### config.mk
export PLATFORM = sky130hd
export DESIGN_NAME = msrv_32_branch_predict_unit
export DESIGN_NICKNAME = d
export VERILOG_FILES = /design/src/rtl/msrv_32_branch_pkg.sv /design/src/rtl/msrv_32_branch_cmp.sv /design/src/rtl/msrv_32_branch_predict_unit.sv
export SDC_FILE = /design/constraint.sdc
export NUM_CORES = 1
export LEC_CHECK = 0
export BUFFER_PORTS_ARGS = -buffer_cell sky130_fd_sc_hd__buf_2
export CELL_PAD_IN_SITES_DETAIL_PLACEMENT = 1
export CELL_PAD_IN_SITES_GLOBAL_PLACEMENT = 1
export CORE_ASPECT_RATIO = 2
export CORE_MARGIN = 2
export CORE_UTILIZATION = 38
export DETAILED_ROUTE_END_ITERATION = 12
export PLACE_DENSITY = 0.75
export SYNTH_ARGS = -nofsm -noshare
export SYNTH_HDL_FRONTEND = slang
export SYNTH_HIERARCHICAL = 1
export SYNTH_SLANG_ARGS = --single-unit
### constraint.sdc
create_clock -name ms_riscv32_mp_clk_in -period 2.8 [get_ports ms_riscv32_mp_clk_in]
set_input_delay 0.28 -clock ms_riscv32_mp_clk_in [delete_from_list [all_inputs] [get_ports ms_riscv32_mp_clk_in]]
set_output_delay 0.28 -clock ms_riscv32_mp_clk_in [all_outputs]
set_load 0.1 [all_outputs]
### src/rtl/msrv_32_branch_pkg.sv
// Shared encodings for the branch predict unit: opcodes, branch conditions,
// and the 2-bit saturating counter states held in the BHT.
package msrv_32_branch_pkg;

  localparam logic [4:0] OpcBranch = 5'b11000;
  localparam logic [4:0] OpcJal    = 5'b11011;
  localparam logic [4:0] OpcJalr   = 5'b11001;

  localparam logic [2:0] F3Beq  = 3'b000;
  localparam logic [2:0] F3Bne  = 3'b001;
  localparam logic [2:0] F3Blt  = 3'b100;
  localparam logic [2:0] F3Bge  = 3'b101;
  localparam logic [2:0] F3Bltu = 3'b110;
  localparam logic [2:0] F3Bgeu = 3'b111;

  typedef enum logic [1:0] {
    CntSn = 2'b00,
    CntWn = 2'b01,
    CntWt = 2'b10,
    CntSt = 2'b11
  } bht_cnt_e;

  // Saturating step of a BHT counter toward the resolved direction.
  function automatic bht_cnt_e bht_cnt_next(input bht_cnt_e cur, input logic taken);
    bht_cnt_e nxt;
    nxt = cur;
    unique case (cur)
      CntSn: nxt = taken ? CntWn : CntSn;
      CntWn: nxt = taken ? CntWt : CntSn;
      CntWt: nxt = taken ? CntSt : CntWn;
      CntSt: nxt = taken ? CntSt : CntWt;
      default: nxt = cur;
    endcase
    return nxt;
  endfunction

endpackage

### src/rtl/msrv_32_branch_cmp.sv
// Combinational taken/not-taken decode for jumps and conditional branches.
module msrv_32_branch_cmp
  import msrv_32_branch_pkg::*;
#(
  parameter int unsigned XLEN = 32
) (
  input  logic [XLEN-1:0] rs1_i,
  input  logic [XLEN-1:0] rs2_i,
  input  logic [4:0]      opcode_i,
  input  logic [2:0]      funct3_i,
  output logic            taken_o,
  output logic            is_cond_o
);

  logic eq, lt_s, lt_u;

  assign eq   = (rs1_i == rs2_i);
  assign lt_s = ($signed(rs1_i) < $signed(rs2_i));
  assign lt_u = (rs1_i < rs2_i);

  always_comb begin
    taken_o   = 1'b0;
    is_cond_o = (opcode_i == OpcBranch);
    case (opcode_i)
      OpcJal, OpcJalr: taken_o = 1'b1;
      OpcBranch: begin
        case (funct3_i)
          F3Beq:   taken_o = eq;
          F3Bne:   taken_o = ~eq;
          F3Blt:   taken_o = lt_s;
          F3Bge:   taken_o = ~lt_s;
          F3Bltu:  taken_o = lt_u;
          F3Bgeu:  taken_o = ~lt_u;
          default: taken_o = 1'b0;
        endcase
      end
      default: taken_o = 1'b0;
    endcase
  end

endmodule

### src/rtl/msrv_32_branch_predict_unit.sv
// Bimodal branch predictor: PC-indexed 2-bit counter BHT with one-cycle lookup,
// one-cycle resolve and a saturating mispredict counter.
module msrv_32_branch_predict_unit
  import msrv_32_branch_pkg::*;
#(
  parameter int unsigned XLEN      = 32,
  parameter int unsigned BHT_DEPTH = 64,
  parameter int unsigned CNT_W     = 16
) (
  input  logic             ms_riscv32_mp_clk_in,
  input  logic             ms_riscv32_mp_rst_in,
  input  logic             flush_in,
  input  logic             lookup_valid_in,
  input  logic [XLEN-1:0]  lookup_pc_in,
  output logic             predict_valid_out,
  output logic             predict_taken_out,
  input  logic             resolve_valid_in,
  input  logic [XLEN-1:0]  resolve_pc_in,
  input  logic [XLEN-1:0]  rs1_in,
  input  logic [XLEN-1:0]  rs2_in,
  input  logic [4:0]       opcode_6_to_2_in,
  input  logic [2:0]       funct3_in,
  input  logic             predicted_taken_in,
  output logic             resolve_valid_out,
  output logic             branch_taken_out,
  output logic             mispredict_out,
  output logic [CNT_W-1:0] mispredict_count_out
);

  localparam int unsigned IdxW = $clog2(BHT_DEPTH);

  logic [IdxW-1:0] lookup_idx, resolve_idx;
  logic            br_taken, br_is_cond;
  logic            res_ok;
  logic            bht_we;

  bht_cnt_e        bht_q [BHT_DEPTH];
  bht_cnt_e        bht_d [BHT_DEPTH];

  logic             predict_valid_q, predict_valid_d;
  logic             predict_taken_q, predict_taken_d;
  logic             resolve_valid_q, resolve_valid_d;
  logic             branch_taken_q, branch_taken_d;
  logic             mispredict_q, mispredict_d;
  logic [CNT_W-1:0] mis_cnt_q, mis_cnt_d;

  assign lookup_idx  = lookup_pc_in[IdxW+1:2];
  assign resolve_idx = resolve_pc_in[IdxW+1:2];

  // Only the index bits of the PCs take part in prediction.
  logic unused_pc;
  assign unused_pc = ^{lookup_pc_in[XLEN-1:IdxW+2], lookup_pc_in[1:0],
                       resolve_pc_in[XLEN-1:IdxW+2], resolve_pc_in[1:0]};

  msrv_32_branch_cmp #(
    .XLEN(XLEN)
  ) u_cmp (
    .rs1_i     (rs1_in),
    .rs2_i     (rs2_in),
    .opcode_i  (opcode_6_to_2_in),
    .funct3_i  (funct3_in),
    .taken_o   (br_taken),
    .is_cond_o (br_is_cond)
  );

  assign res_ok = resolve_valid_in & ~flush_in;
  assign bht_we = res_ok & br_is_cond;

  always_comb begin
    predict_valid_d = lookup_valid_in;
    // Reads bht_q, so a same-cycle update to this index is not yet visible.
    predict_taken_d = bht_q[lookup_idx][1];
    resolve_valid_d = res_ok;
    branch_taken_d  = res_ok & br_taken;
    mispredict_d    = res_ok & (br_taken ^ predicted_taken_in);
    mis_cnt_d       = mis_cnt_q;
    if (mispredict_d && (mis_cnt_q != {CNT_W{1'b1}})) begin
      mis_cnt_d = mis_cnt_q + CNT_W'(1);
    end
  end

  always_comb begin
    bht_d = bht_q;
    if (bht_we) begin
      bht_d[resolve_idx] = bht_cnt_next(bht_q[resolve_idx], br_taken);
    end
  end

  always_ff @(posedge ms_riscv32_mp_clk_in) begin
    if (ms_riscv32_mp_rst_in) begin
      predict_valid_q <= 1'b0;
      predict_taken_q <= 1'b0;
      resolve_valid_q <= 1'b0;
      branch_taken_q  <= 1'b0;
      mispredict_q    <= 1'b0;
      mis_cnt_q       <= '0;
      for (int i = 0; i < int'(BHT_DEPTH); i++) begin
        bht_q[i] <= CntWn;
      end
    end else begin
      predict_valid_q <= predict_valid_d;
      predict_taken_q <= predict_taken_d;
      resolve_valid_q <= resolve_valid_d;
      branch_taken_q  <= branch_taken_d;
      mispredict_q    <= mispredict_d;
      mis_cnt_q       <= mis_cnt_d;
      bht_q           <= bht_d;
    end
  end

  assign predict_valid_out    = predict_valid_q;
  assign predict_taken_out    = predict_taken_q;
  assign resolve_valid_out    = resolve_valid_q;
  assign branch_taken_out     = branch_taken_q;
  assign mispredict_out       = mispredict_q;
  assign mispredict_count_out = mis_cnt_q;

endmodule

==> results of run 1 <==
## cells in the final DEF, fill, tap and decap left out, types with 4 or more instances in the layout
master     synthesis  final
dfxtp_1          149    149
buf_2             15    109
nand2_1           91     91
a21oi_1           78     76
buf_4              4     73
nand3b_1          64     64
o31ai_1           64     64
o21ai_2           60     60
inv_1             37     36
nor2_1            31     30
ha_1              33     28
mux4_2            23     23
clkbuf_16          0     17
a221oi_1          16     16
mux2_2            15     15
mux2i_1           13     13
nand3_1           12     11
xor2_1            11     11
a22oi_1           10     10
nand4_1           10     10
a32oi_1            9      9
o21ai_1            5      9
buf_12             0      8
nor2b_1            8      7
o211ai_1           7      7
nand2b_1           6      6
xnor2_1            6      6
nor3_1             7      5
and3_1             5      5
o22ai_1            5      5
a22o_1             5      5
ha_4               0      5
o21ai_0            8      4
clkinv_2           0      4
## registers in the layout, summed over array words and instances, names as in the netlist
| register | cells |
|---|---|
| bht_q | 128 |
| mispredict_count_out | 16 |
| predict_valid_out | 1 |
| predict_taken_out | 1 |
| mispredict_out | 1 |
| resolve_valid_out | 1 |
| branch_taken_out | 1 |
## layer usage
layer,up-vias,wire [um]
li1,3669,-
met5,-,0
met4,0,1920
met1,3848,9990
met2,244,15700
met3,93,1180
## report_power, final
| group | leakage (nW) | internal, mW | switching, mW |
|---|---|---|---|
| clock network | 0.299 | 1.44 | 0.951 |
| logic | 2.44 | 0.267 | 0.378 |
| registers | 1.20 | 2.12 | 0.00209 |
| total | 3.94 | 3.83 | 1.33 |
## worst reg2reg max path: cells and delay by family (launching register included)
kind | cells | cell delay (ps)
buf+inv | 1 | 190
simple gates | 1 | 540
compound gates | 4 | 830
fa+ha+maj | 1 | 390
mux | 1 | 290
flops | 1 | 310
## cell families (layout without fill, tap and decap cells)
group | Yosys count | count (layout) | share of synthesized area
xor gates and xnor gates | 17 | 17 | 0.0179
AOI/OAI and AO/OA | 289 | 289 | 0.250
buffers and inverters | 103 | 261 | 0.0577
adders and majority gates | 35 | 35 | 0.0521
and+or+nand+nor | 254 | 254 | 0.163
muxes | 53 | 53 | 0.101
DFF | 149 | 149 | 0.358
## worst max-delay path by stage
stage | from | to | cells after the start
4_1_cts | rs2_in[7] | mispredict_count_out[14] | 17
5_1_grt | rs2_in[31] | mispredict_count_out[8] | 16
3_3_place_gp | resolve_pc_in[4] | bht_q[102] | 10
3_5_place_dp | rs2_in[7] | mispredict_count_out[14] | 17
2_1_floorplan | rs2_in[10] | mispredict_count_out[11] | 16
6_report | resolve_pc_in[4] | bht_q[64] | 10
## area by class of cell
cell class,count,share of cell area
Clock buffer,19,0.0438
Inverter,39,0.0142
Multi-Input combinational cell,648,0.483
Tap cell,273,0.0331
Timing Repair Buffer,191,0.122
Clock inverter,12,0.0148
Sequential cell,149,0.289
## timing repair
item / in CTS / in global routing
resized for setup: 0 / 19
endpoints found under the setup margin: 0 / 12
setup buffers: 0 / 1
==> summary.txt, run 1 <==
Status
  – Status: completed

Setup path
  – Crit-path max cell delay: 550 ps
  – Startpoint Class: input pin
  – CP delay by family, top: compound AO/OA/AOI/OAI gates
  – Worst-path maximum fanout: 32
  – WP buf/inv: 3
  – Element type at the critical path end: flop
  – Critical Path RT: 3170 ps
  – Slowest CP cell: or4_1
  – Reg2Reg Capture Point: bht_q[64]
  – Crit path kind: input pin to flop
  – Worst EP arrival: 3070 ps
  – Crit path cell chain: buf_2, buf_4, nor2b_1, a221oi_1, o22ai_1, a22o_1, or4_1, maj3_4, buf_12, o21ai_1
  – R2R setup slack: 180 ps
  – Reg2Reg Depth: 8
  – Reg2reg start: bht_q[98]

Synthesis
  – Async SR Flop Fraction: 0
  – Synthesized instance count: 900
  – Synth top area cells: dfxtp_1, o21ai_2, mux4_2
  – Count leader, synth: dfxtp_1
  – Part of the Yosys area used for sequential elements: 0.358
  – Ys Warns: 6
  – Yosys reg bits: 149
  – Synth unique cells: 62
  – Post-synth top area share: 0.358
  – Main flop type after synthesis: dfxtp_1
  – Syn avg cell area: 9.26 sq um
  – Syn_nets: 1075
  – Post-Syn Area: 0.00833 sq mm
  – Number of synthesized flops with an enable pin: 0
  – Post-synth top area cell: dfxtp_1
  – Post-synth top cells: dfxtp_1, nand2_1, a21oi_1

Placed design
  – Placed cells: 1299
  – DP Worst Slack: -329 ps
  – Placed instance area: 0.00961 sq mm
  – IO buf count: 110
  – Hpwl dp: 21500 um
  – Placer Congestion: 0.891

Floorplan
  – Die W: 109 um
  – Cell Rows: 76
  – Io pins: 163
  – Chip Height: 213 um
  – Core area: 0.0215 sq mm
  – Starting density of the core: 0.388
  – Die area: 0.0232 sq mm

Timing
  – Tmin final: 2700 ps
  – Rel. slew slack: 0.498
  – Ratio of final minimum period to clock period: 0.964
  – Final setup margin: 100 ps
  – Final setup violation count: 0
  – Slew Limit Fails: 0
  – Worst slew pin tran: 751 ps
  – Setup TNS: 0 ps
  – Fmax: 0.370 GHz
  – Clock Skew: 9.36 ps
  – Final hold violations: 0
  – Fin Hold WS: 48.5 ps

Global routing
  – Met3 usage: 0.0441
  – All-Layer GR Usage: 0.257
  – Met2 global-route usage: 0.487
  – Largest net degree at the start of global routing: 101
  – Remaining Overflow, GRT: 0
  – GRT busiest layer: met2
  – Initial antenna violation count: 0
  – First-pass GRT wire length: 44600 um
  – Vias in the first global route: 8335
  – Routing usage on met1: 0.244

Detailed routing
  – Avg Vias per Cell: 5.90
  – Via count: 7854
  – Drt pass-1 iters: 5
  – DRT Wirelength: 28800 um
  – DR iter-0 viols: 413
  – Wire per inst: 21.6 um
  – DRC: 0
  – Antenna-violating nets left: 0

Cells and area
  – Final layout net count: 1221
  – Fin util: 0.481
  – Layout cells sized above 1: 0.324
  – Area of the multi-input gates: 0.00499 sq mm
  – Fillcell total: 2537
  – FF+latch area: 0.00298 sq mm
  – Area grow syn2layout: 24.0%
  – Post-route cell area: 0.0103 sq mm
  – Diode count: 0
  – Finished Layout Cells: 1331

Pwr
  – Pwr/cell area: 500 mW/mm^2
  – Maximum VDD drop: 0.000396 V
  – P_leak: 3.94 nW
  – Post-layout power: 5.16 mW

Clocking
  – Root buf cell: clkbuf_16
  – Sink Count: 149
  – # H-tree levels: 4
  – Worst skew pair latency: 450 ps
  – CTS Buffer Depth: 2
  – CTS tree: done
  – CTS buffer count: 17
  – Clk slew on worst S/H paths: 60 ps
  – Cts hold-fix bufs: 0

Min path
  – Hold path depth: 2
  – Hold endpoint: predict_valid_out
  – Min-delay src: lookup_valid_in
  – Worst Hold Class: input pin to flop

Run
  – Maxcap violations: 0
No activity file was read; power rests on OpenSTA's default activity.
==> run 2, diff against run 1 <==
--- a/config.mk
+++ b/config.mk
@@ -10,9 +10,10 @@
 export CELL_PAD_IN_SITES_GLOBAL_PLACEMENT = 1
 export CORE_ASPECT_RATIO = 2
 export CORE_MARGIN = 2
-export CORE_UTILIZATION = 38
+export CORE_UTILIZATION = 42
 export DETAILED_ROUTE_END_ITERATION = 12
-export PLACE_DENSITY = 0.75
+export PLACE_DENSITY = 0.77
+export SKIP_CTS_REPAIR_TIMING = 1
 export SYNTH_ARGS = -nofsm -noshare
 export SYNTH_HDL_FRONTEND = slang
 export SYNTH_HIERARCHICAL = 1
==> constraint.sdc (replaced) <==
create_clock -name ms_riscv32_mp_clk_in -period 2.6 [get_ports ms_riscv32_mp_clk_in]
set_input_delay 0.26 -clock ms_riscv32_mp_clk_in [delete_from_list [all_inputs] [get_ports ms_riscv32_mp_clk_in]]
set_output_delay 0.26 -clock ms_riscv32_mp_clk_in [all_outputs]
set_load 0.1 [all_outputs]
==> summary.txt, run 2 (same netlist as run 1, synthesis figures left out) <==
Status
  – Status: finished with violations
  – Violated checks: negative setup slack

Floorplan
  – Cell Rows: 72 (-5.3%)
  – Io pins: 163 (unchanged)
  – Chip Height: 203 um (-4.8%)
  – Die W: 104 um (-4.7%)
  – Core area: 0.0194 sq mm (-9.9%)
  – Starting density of the core: 0.430 (+0.0425)
  – Die area: 0.0210 sq mm (-9.3%)

Pwr
  – P_leak: 4.35 nW (+10%)
  – Int Pwr: 3.93 mW (+2.4%)
  – Pwr/cell area: 482 mW/mm^2 (-3.6%)
  – NetSw: 1.59 mW (+19%)
  – Sequential power share: 0.415 (+0.004)
  – Sw Share: 0.288 (+0.0304)
  – Maximum VDD drop: 0.000367 V (-7.4%)
  – Combinational share of power: 0.170 (+0.045)
  – Clk pwr share: 0.415 (-0.049)
  – Post-layout power: 5.52 mW (+6.8%)

Cells and area
  – FF+latch area: 0.00298 sq mm (about the same)
  – Commonest non-fill, non-tap cells in the layout: dfxtp_1, buf_2, nand2_1, buf_4, a21oi_1
  – Most common cell after layout, fill and taps aside: dfxtp_1
  – Layout cells sized above 1: 0.416 (+0.0921)
  – Final layout net count: 1255 (+2.8%)
  – Area grow syn2layout: 37.4%
  – Fillcell total: 2126 (-16%)
  – Biggest register: bht_q
  – Area of the multi-input gates: 0.00563 sq mm (+13%)
  – Max reg flops: 128 (unchanged)
  – Fin util: 0.591 (+0.110)
  – Post-route cell area: 0.0115 sq mm (+11%)

Timing
  – Worst slew pin tran: 787 ps (+35.3 ps)
  – Final setup margin: -527 ps (-627 ps)
  – Setup TNS: -8380 ps (-8380 ps)
  – Ratio of final minimum period to clock period: 1.20
  – Final hold violations: 0 (unchanged)
  – Slew Limit Fails: 0 (unchanged)
  – Rel. slew slack: 0.476 (-0.0225)
  – Final setup violation count: 125 (+125)
  – RSZ-0062 raised after global routing: true
  – Fmax: 0.320 GHz
  – Clock Skew: 9.67 ps (+0.306 ps)
  – Tmin final: 3130 ps

Setup path
  – Crit path cell chain: clkbuf_4, buf_4, buf_4, nor2b_1, a221oi_1, o22ai_2, a22o_1, nor4_2, maj3_4, buf_6, buf_12, o31ai_1
  – Slowest CP cell: o31ai_1
  – Startpoint Class: input pin
  – Crit path kind: input pin to flop
  – Critical Path RT: 2880 ps (-290 ps)
  – Most frequent CP cell: buf_4
  – Reg2reg start: bht_q[126]
  – R2R setup slack: -350 ps (-530 ps)
  – Element type at the critical path end: flop
  – Reg2Reg Depth: 10 (+2)
  – Crit-path max cell delay: 540 ps (about the same)
  – Worst EP arrival: 3410 ps (+340 ps)
  – Reg2Reg Capture Point: bht_q[81]
  – Worst-path maximum fanout: 6 (-81%)

Placed design
  – Placer Congestion: 0.949 (+6.5%)
  – IO buf count: 110 (unchanged)
  – DP Worst Slack: -656 ps (-327 ps)
  – Hpwl dp: 22600 um (+4.9%)
  – Placed instance area: 0.00978 sq mm (+1.7%)

Detailed routing
  – DRC: 0 (unchanged)
  – Avg Vias per Cell: 6.30 (+6.7%)
  – Wire per inst: 26.7 um (+23%)
  – DR iter-0 viols: 604 (+46%)
  – Antenna-violating nets left: 0 (unchanged)
  – Via count: 8519 (+8.5%)
  – DRT Wirelength: 36100 um (+25%)
  – Drt pass-1 iters: 5 (unchanged)

Global routing
  – All-Layer GR Usage: 0.289 (+0.0316)
  – Remaining Overflow, GRT: 0 (unchanged)
  – Largest net degree at the start of global routing: 75 (-26%)
  – First-pass GRT wire length: 46800 um (+4.8%)
  – Vias in the first global route: 8540 (+2.5%)
  – Initial antenna violation count: 1 (+1)

Clocking
  – CTS buffer count: 17 (unchanged)
  – Clk slew on worst S/H paths: 60 ps (about the same)
  – # H-tree levels: 4 (unchanged)
  – Sink Count: 149 (unchanged)
  – CTS Buffer Depth: 2 (unchanged)
  – CTS tree: done
  – Root buf cell: clkbuf_16
  – Worst skew pair latency: 450 ps (about the same)

Min path
  – Min-delay src: lookup_valid_in
  – Worst Hold Class: input pin to flop
  – Hold endpoint: predict_valid_out
  – Hold path depth: 2 (unchanged)

Run
  – Maxcap violations: 0 (unchanged)
[run 2: worst max-delay path: cells and delay by family]
kind,cells,cell delay [ps]
and+or+nand+nor,2,620
AOI/OAI and AO/OA,4,1340
adders and majority gates,1,410
buffers and inverters,5,750
[run 2: layout make-up]
cell class                      count  share of cell area
Inverter                           39              0.0137
Clock inverter                     12             0.00721
Tap cell                          259              0.0283
Clock buffer                       20              0.0390
Antenna cell                        1            0.000219
Sequential cell                   149               0.261
Timing Repair Buffer              223               0.159
Multi-Input combinational cell    650               0.492
[run 2: power groups by stage]
| stage | clock network [mW] | logic, mW | registers (mW) |
|---|---|---|---|
| after global routing | 2.40 | 0.977 | 2.29 |
| after detailed placement | 0 | 0.696 | 2.34 |
| after floorplan | 0 | 0.381 | 2.36 |
| final | 2.29 | 0.938 | 2.29 |
| after global placement | 0 | 0.678 | 2.34 |
| after CTS | 2.30 | 0.700 | 2.29 |
[run 2: worst max-delay path by stage]
stage / startpoint / endpoint / cells after the start
after floorplan: rs2_in[1] / mispredict_count_out[11] / 17
final: resolve_pc_in[2] / bht_q[81] / 12
after CTS: rs2_in[1] / mispredict_count_out[9] / 17
after detailed placement: rs2_in[1] / mispredict_count_out[9] / 17
after global placement: rs2_in[1] / mispredict_count_out[9] / 17
after global routing: rs2_in[14] / bht_q[81] / 15
[run 2: routing by layer]
metal | routed length [um] | part of all wire | GRT usage
met5 | 0 | 0 | 0
met4 | 3330 | 0.092 | 0.203
met3 | 1750 | 0.049 | 0.0470
met2 | 19100 | 0.53 | 0.552
met1 | 11900 | 0.33 | 0.276
[run 2: metrics by stage]
step / hold WS, ps / cells
global placement: 447 / 1296
CTS: 14.4 / 1328
finish: 25.6 / 1353
detailed placement: 456 / 1296
floorplan: 388 / 900
global route: 43.1 / 1353
==> run 3, diff against run 2 <==
--- a/config.mk
+++ b/config.mk
@@ -8,13 +8,12 @@
 export BUFFER_PORTS_ARGS = -buffer_cell sky130_fd_sc_hd__buf_2
 export CELL_PAD_IN_SITES_DETAIL_PLACEMENT = 1
 export CELL_PAD_IN_SITES_GLOBAL_PLACEMENT = 1
-export CORE_ASPECT_RATIO = 2
+export CORE_ASPECT_RATIO = 1.1
 export CORE_MARGIN = 2
-export CORE_UTILIZATION = 42
+export CORE_UTILIZATION = 41
 export DETAILED_ROUTE_END_ITERATION = 12
-export PLACE_DENSITY = 0.77
+export PLACE_DENSITY = 0.78
 export SKIP_CTS_REPAIR_TIMING = 1
 export SYNTH_ARGS = -nofsm -noshare
 export SYNTH_HDL_FRONTEND = slang
-export SYNTH_HIERARCHICAL = 1
 export SYNTH_SLANG_ARGS = --single-unit
==> summary.txt, run 3 <==
Status
  – Status: finished with violations
  – Violated checks: negative setup slack

Floorplan
  – Cell Rows: 53 (-26%)
  – Die W: 138 um (+33%)
  – Die area: 0.0208 sq mm (-0.98%)
  – Io pins: 163 (unchanged)
  – Starting density of the core: 0.420 (-0.0101)
  – Core area: 0.0192 sq mm (-0.71%)
  – Chip Height: 151 um (-26%)

Min path
  – Hold path depth: 2 (unchanged)
  – Worst Hold Class: input pin to flop
  – Hold endpoint: predict_valid_out
  – Min-delay src: lookup_valid_in

Synthesis
  – Synthesized instance count: 982 (+9.1%)
  – Main flop type after synthesis: dfxtp_1
  – Post-synth top area cell: dfxtp_1
  – Post-Syn Area: 0.00808 sq mm (-3.0%)
  – Syn_nets: 1157 (+7.6%)
  – Yosys reg bits: 149 (unchanged)
  – Synth top area cells: dfxtp_1, a21oi_1, nand2_1
  – Number of synthesized flops with an enable pin: 0 (unchanged)
  – Async SR Flop Fraction: 0 (unchanged)
  – Syn avg cell area: 8.23 sq um (-11%)
  – Synth unique cells: 54 (-13%)
  – Part of the Yosys area used for sequential elements: 0.369 (+0.0113)
  – Ys Warns: 0 (-6)
  – Post-synth top cells: a21oi_1, dfxtp_1, nand2_1
  – Post-synth top area share: 0.369 (+0.0113)

Timing
  – Rel. slew slack: 0.389 (-0.0868)
  – Clock Skew: 12.0 ps (+2.30 ps)
  – Final hold violations: 0 (unchanged)
  – Slew Limit Fails: 0 (unchanged)
  – Tmin final: 2930 ps (-196 ps)
  – Final setup violation count: 144 (+15%)
  – Final setup margin: -331 ps (+196 ps)
  – RSZ-0062 raised after global routing: true
  – Worst slew pin tran: 915 ps (+128 ps)
  – Ratio of final minimum period to clock period: 1.13 (-0.0752)
  – Fmax: 0.341 GHz (+6.7%)

Setup path
  – Most frequent CP cell: o21a_1
  – Reg2Reg Capture Point: mispredict_count_out[2]
  – Reg2Reg Depth: 9 (-1)
  – Crit path cell chain: buf_2, inv_1, ha_1, nand4_1, or4_4, o21a_1, o21ai_1, nand4_1, o21a_1, o21a_1, or2_4, buf_12, or4_4, a21oi_2
  – CP delay by family, top: simple AND/OR/NAND/NOR gates
  – Crit path kind: input pin to flop
  – Reg2reg start: mispredict_count_out[2]
  – WP buf/inv: 3 (-2)
  – R2R setup slack: -100 ps (+250 ps)
  – Worst EP arrival: 3310 ps (-100 ps)
  – Crit-path max cell delay: 570 ps (+30 ps)
  – Slowest CP cell: or4_4
  – Startpoint Class: input pin
  – Worst-path maximum fanout: 8 (+2)
  – Critical Path RT: 2970 ps (+90 ps)
  – Element type at the critical path end: flop

Cells and area
  – Layout cells sized above 1: 0.475 (+0.0587)
  – Diode count: 0 (-1)
  – Post-route cell area: 0.0127 sq mm (+11%)
  – Max reg flops: 128 (unchanged)
  – Final layout net count: 1320 (+5.2%)
  – Most common cell after layout, fill and taps aside: nand2_1
  – Commonest non-fill, non-tap cells in the layout: nand2_1, dfxtp_1, buf_2, a21oi_1
  – Area grow syn2layout: 56.8%
  – Biggest register: bht_q

Placed design
  – Placed instance area: 0.00985 sq mm (+0.73%)
  – DP Worst Slack: -726 ps (-70.0 ps)
  – IO buf count: 110 (unchanged)
  – Hpwl dp: 21000 um (-7.1%)
  – Placer Congestion: 0.915 (-3.6%)

Run
  – Maxcap violations: 0 (unchanged)

Detailed routing
  – Via count: 9684 (+14%)
  – Avg Vias per Cell: 6.89 (+9.5%)
  – DRC: 0 (unchanged)
  – DRT Wirelength: 42900 um (+19%)
  – DR iter-0 viols: 953 (+58%)
  – Drt pass-1 iters: 8 (+3)
  – Antenna-violating nets left: 0 (unchanged)
  – Wire per inst: 30.6 um (+15%)

Clocking
  – Clk slew on worst S/H paths: 70 ps (about the same)
  – # H-tree levels: 4 (unchanged)
  – Sink Count: 149 (unchanged)
  – Root buf cell: clkbuf_16
  – Worst skew pair latency: 450 ps (about the same)
  – CTS Buffer Depth: 2 (unchanged)
  – CTS buffer count: 17 (unchanged)
  – CTS tree: done

Global routing
  – First-pass GRT wire length: 46100 um (-1.5%)
  – Initial antenna violation count: 1 (unchanged)
  – Vias in the first global route: 8763 (+2.6%)
  – All-Layer GR Usage: 0.288 (-0.00103)
  – Remaining Overflow, GRT: 0 (unchanged)
  – Largest net degree at the start of global routing: 126 (+68%)

Pwr
  – P_leak: 4.30 nW (-1.0%)
  – Pwr/cell area: 478 mW/mm^2 (-0.70%)
  – Maximum VDD drop: 0.000504 V (+38%)
## run 3: changes by cell type in the layout (fill, tap and decap cells not counted), moves of 31 or more
| cell | change |
|---|---|
| a21oi_2 | +64 |
| nand3b_1 | -62 |
| o21ai_2 | -61 |
| nand2_1 | +55 |
| a22oi_1 | +51 |
| nand3_4 | +32 |
| nand3_2 | +31 |
## run 3: worst max path at each step
stage                     depth (start not counted)  slack [ps]        from                  endpoint
after global placement                           13        -680  rs1_in[26]  mispredict_count_out[14]
after detailed placement                         14        -730  rs2_in[22]  mispredict_count_out[14]
after global routing                             14        -430   rs2_in[2]   mispredict_count_out[3]
final                                            14        -330   rs2_in[2]   mispredict_count_out[3]
after CTS                                        16        -280  rs2_in[22]  mispredict_count_out[14]
after floorplan                                  14        -380  rs2_in[22]  mispredict_count_out[14]
## run 3: kinds of logic (layout without fill, tap and decap cells)
kind of cell / count (synthesis) / in the layout / share of synthesized area
adders and majority gates: 34 / 35 / 0.0524
muxes: 29 / 29 / 0.0694
xor gates and xnor gates: 1 / 1 / 0.00108
AOI/OAI and AO/OA: 314 / 314 / 0.247
buffers and inverters: 123 / 298 / 0.0595
and+or+nand+nor: 332 / 332 / 0.201
DFF: 149 / 149 / 0.369
## run 3: final cells by class
type                            instances  area [sq um]
Fill cell                            2024          6570
Clock buffer                           17           425
Timing Repair Buffer                  232          2220
Tap cell                              247           309
Sequential cell                       149          2990
Multi-Input combinational cell        711          6400
Clock inverter                         15           161
Inverter                               34           155
## run 3: per-layer routing
metal,track usage,share of wire,vias up
li1,-,-,3999
met1,0.333,0.34,4674
met2,0.507,0.47,730
met3,0.0622,0.11,279
met4,0.129,0.082,2
met5,0,0.00037,-
## run 3: report_power, final
| group | internal [mW] | switching (mW) | total [mW] |
|---|---|---|---|
| sequential | 2.28 | 0.00295 | 2.29 |
| combinational | 0.504 | 0.703 | 1.21 |
| clock | 1.36 | 1.20 | 2.56 |
| total | 4.15 | 1.91 | 6.06 |
## run 3: through the flow
step           setup TNS [ps]  power [mW]  utilization  std cells  hold WS [ps]
2_1_floorplan          -37050        2.77            -        982           388
3_3_place_gp           -86850        3.08        0.512       1340           447
3_5_place_dp           -88420        3.10        0.512       1340           455
4_1_cts                -24820        5.55        0.543       1372          35.7
5_1_grt                -46470        6.16        0.658       1405          72.8
6_report               -32350        6.06        0.658       1405          36.4
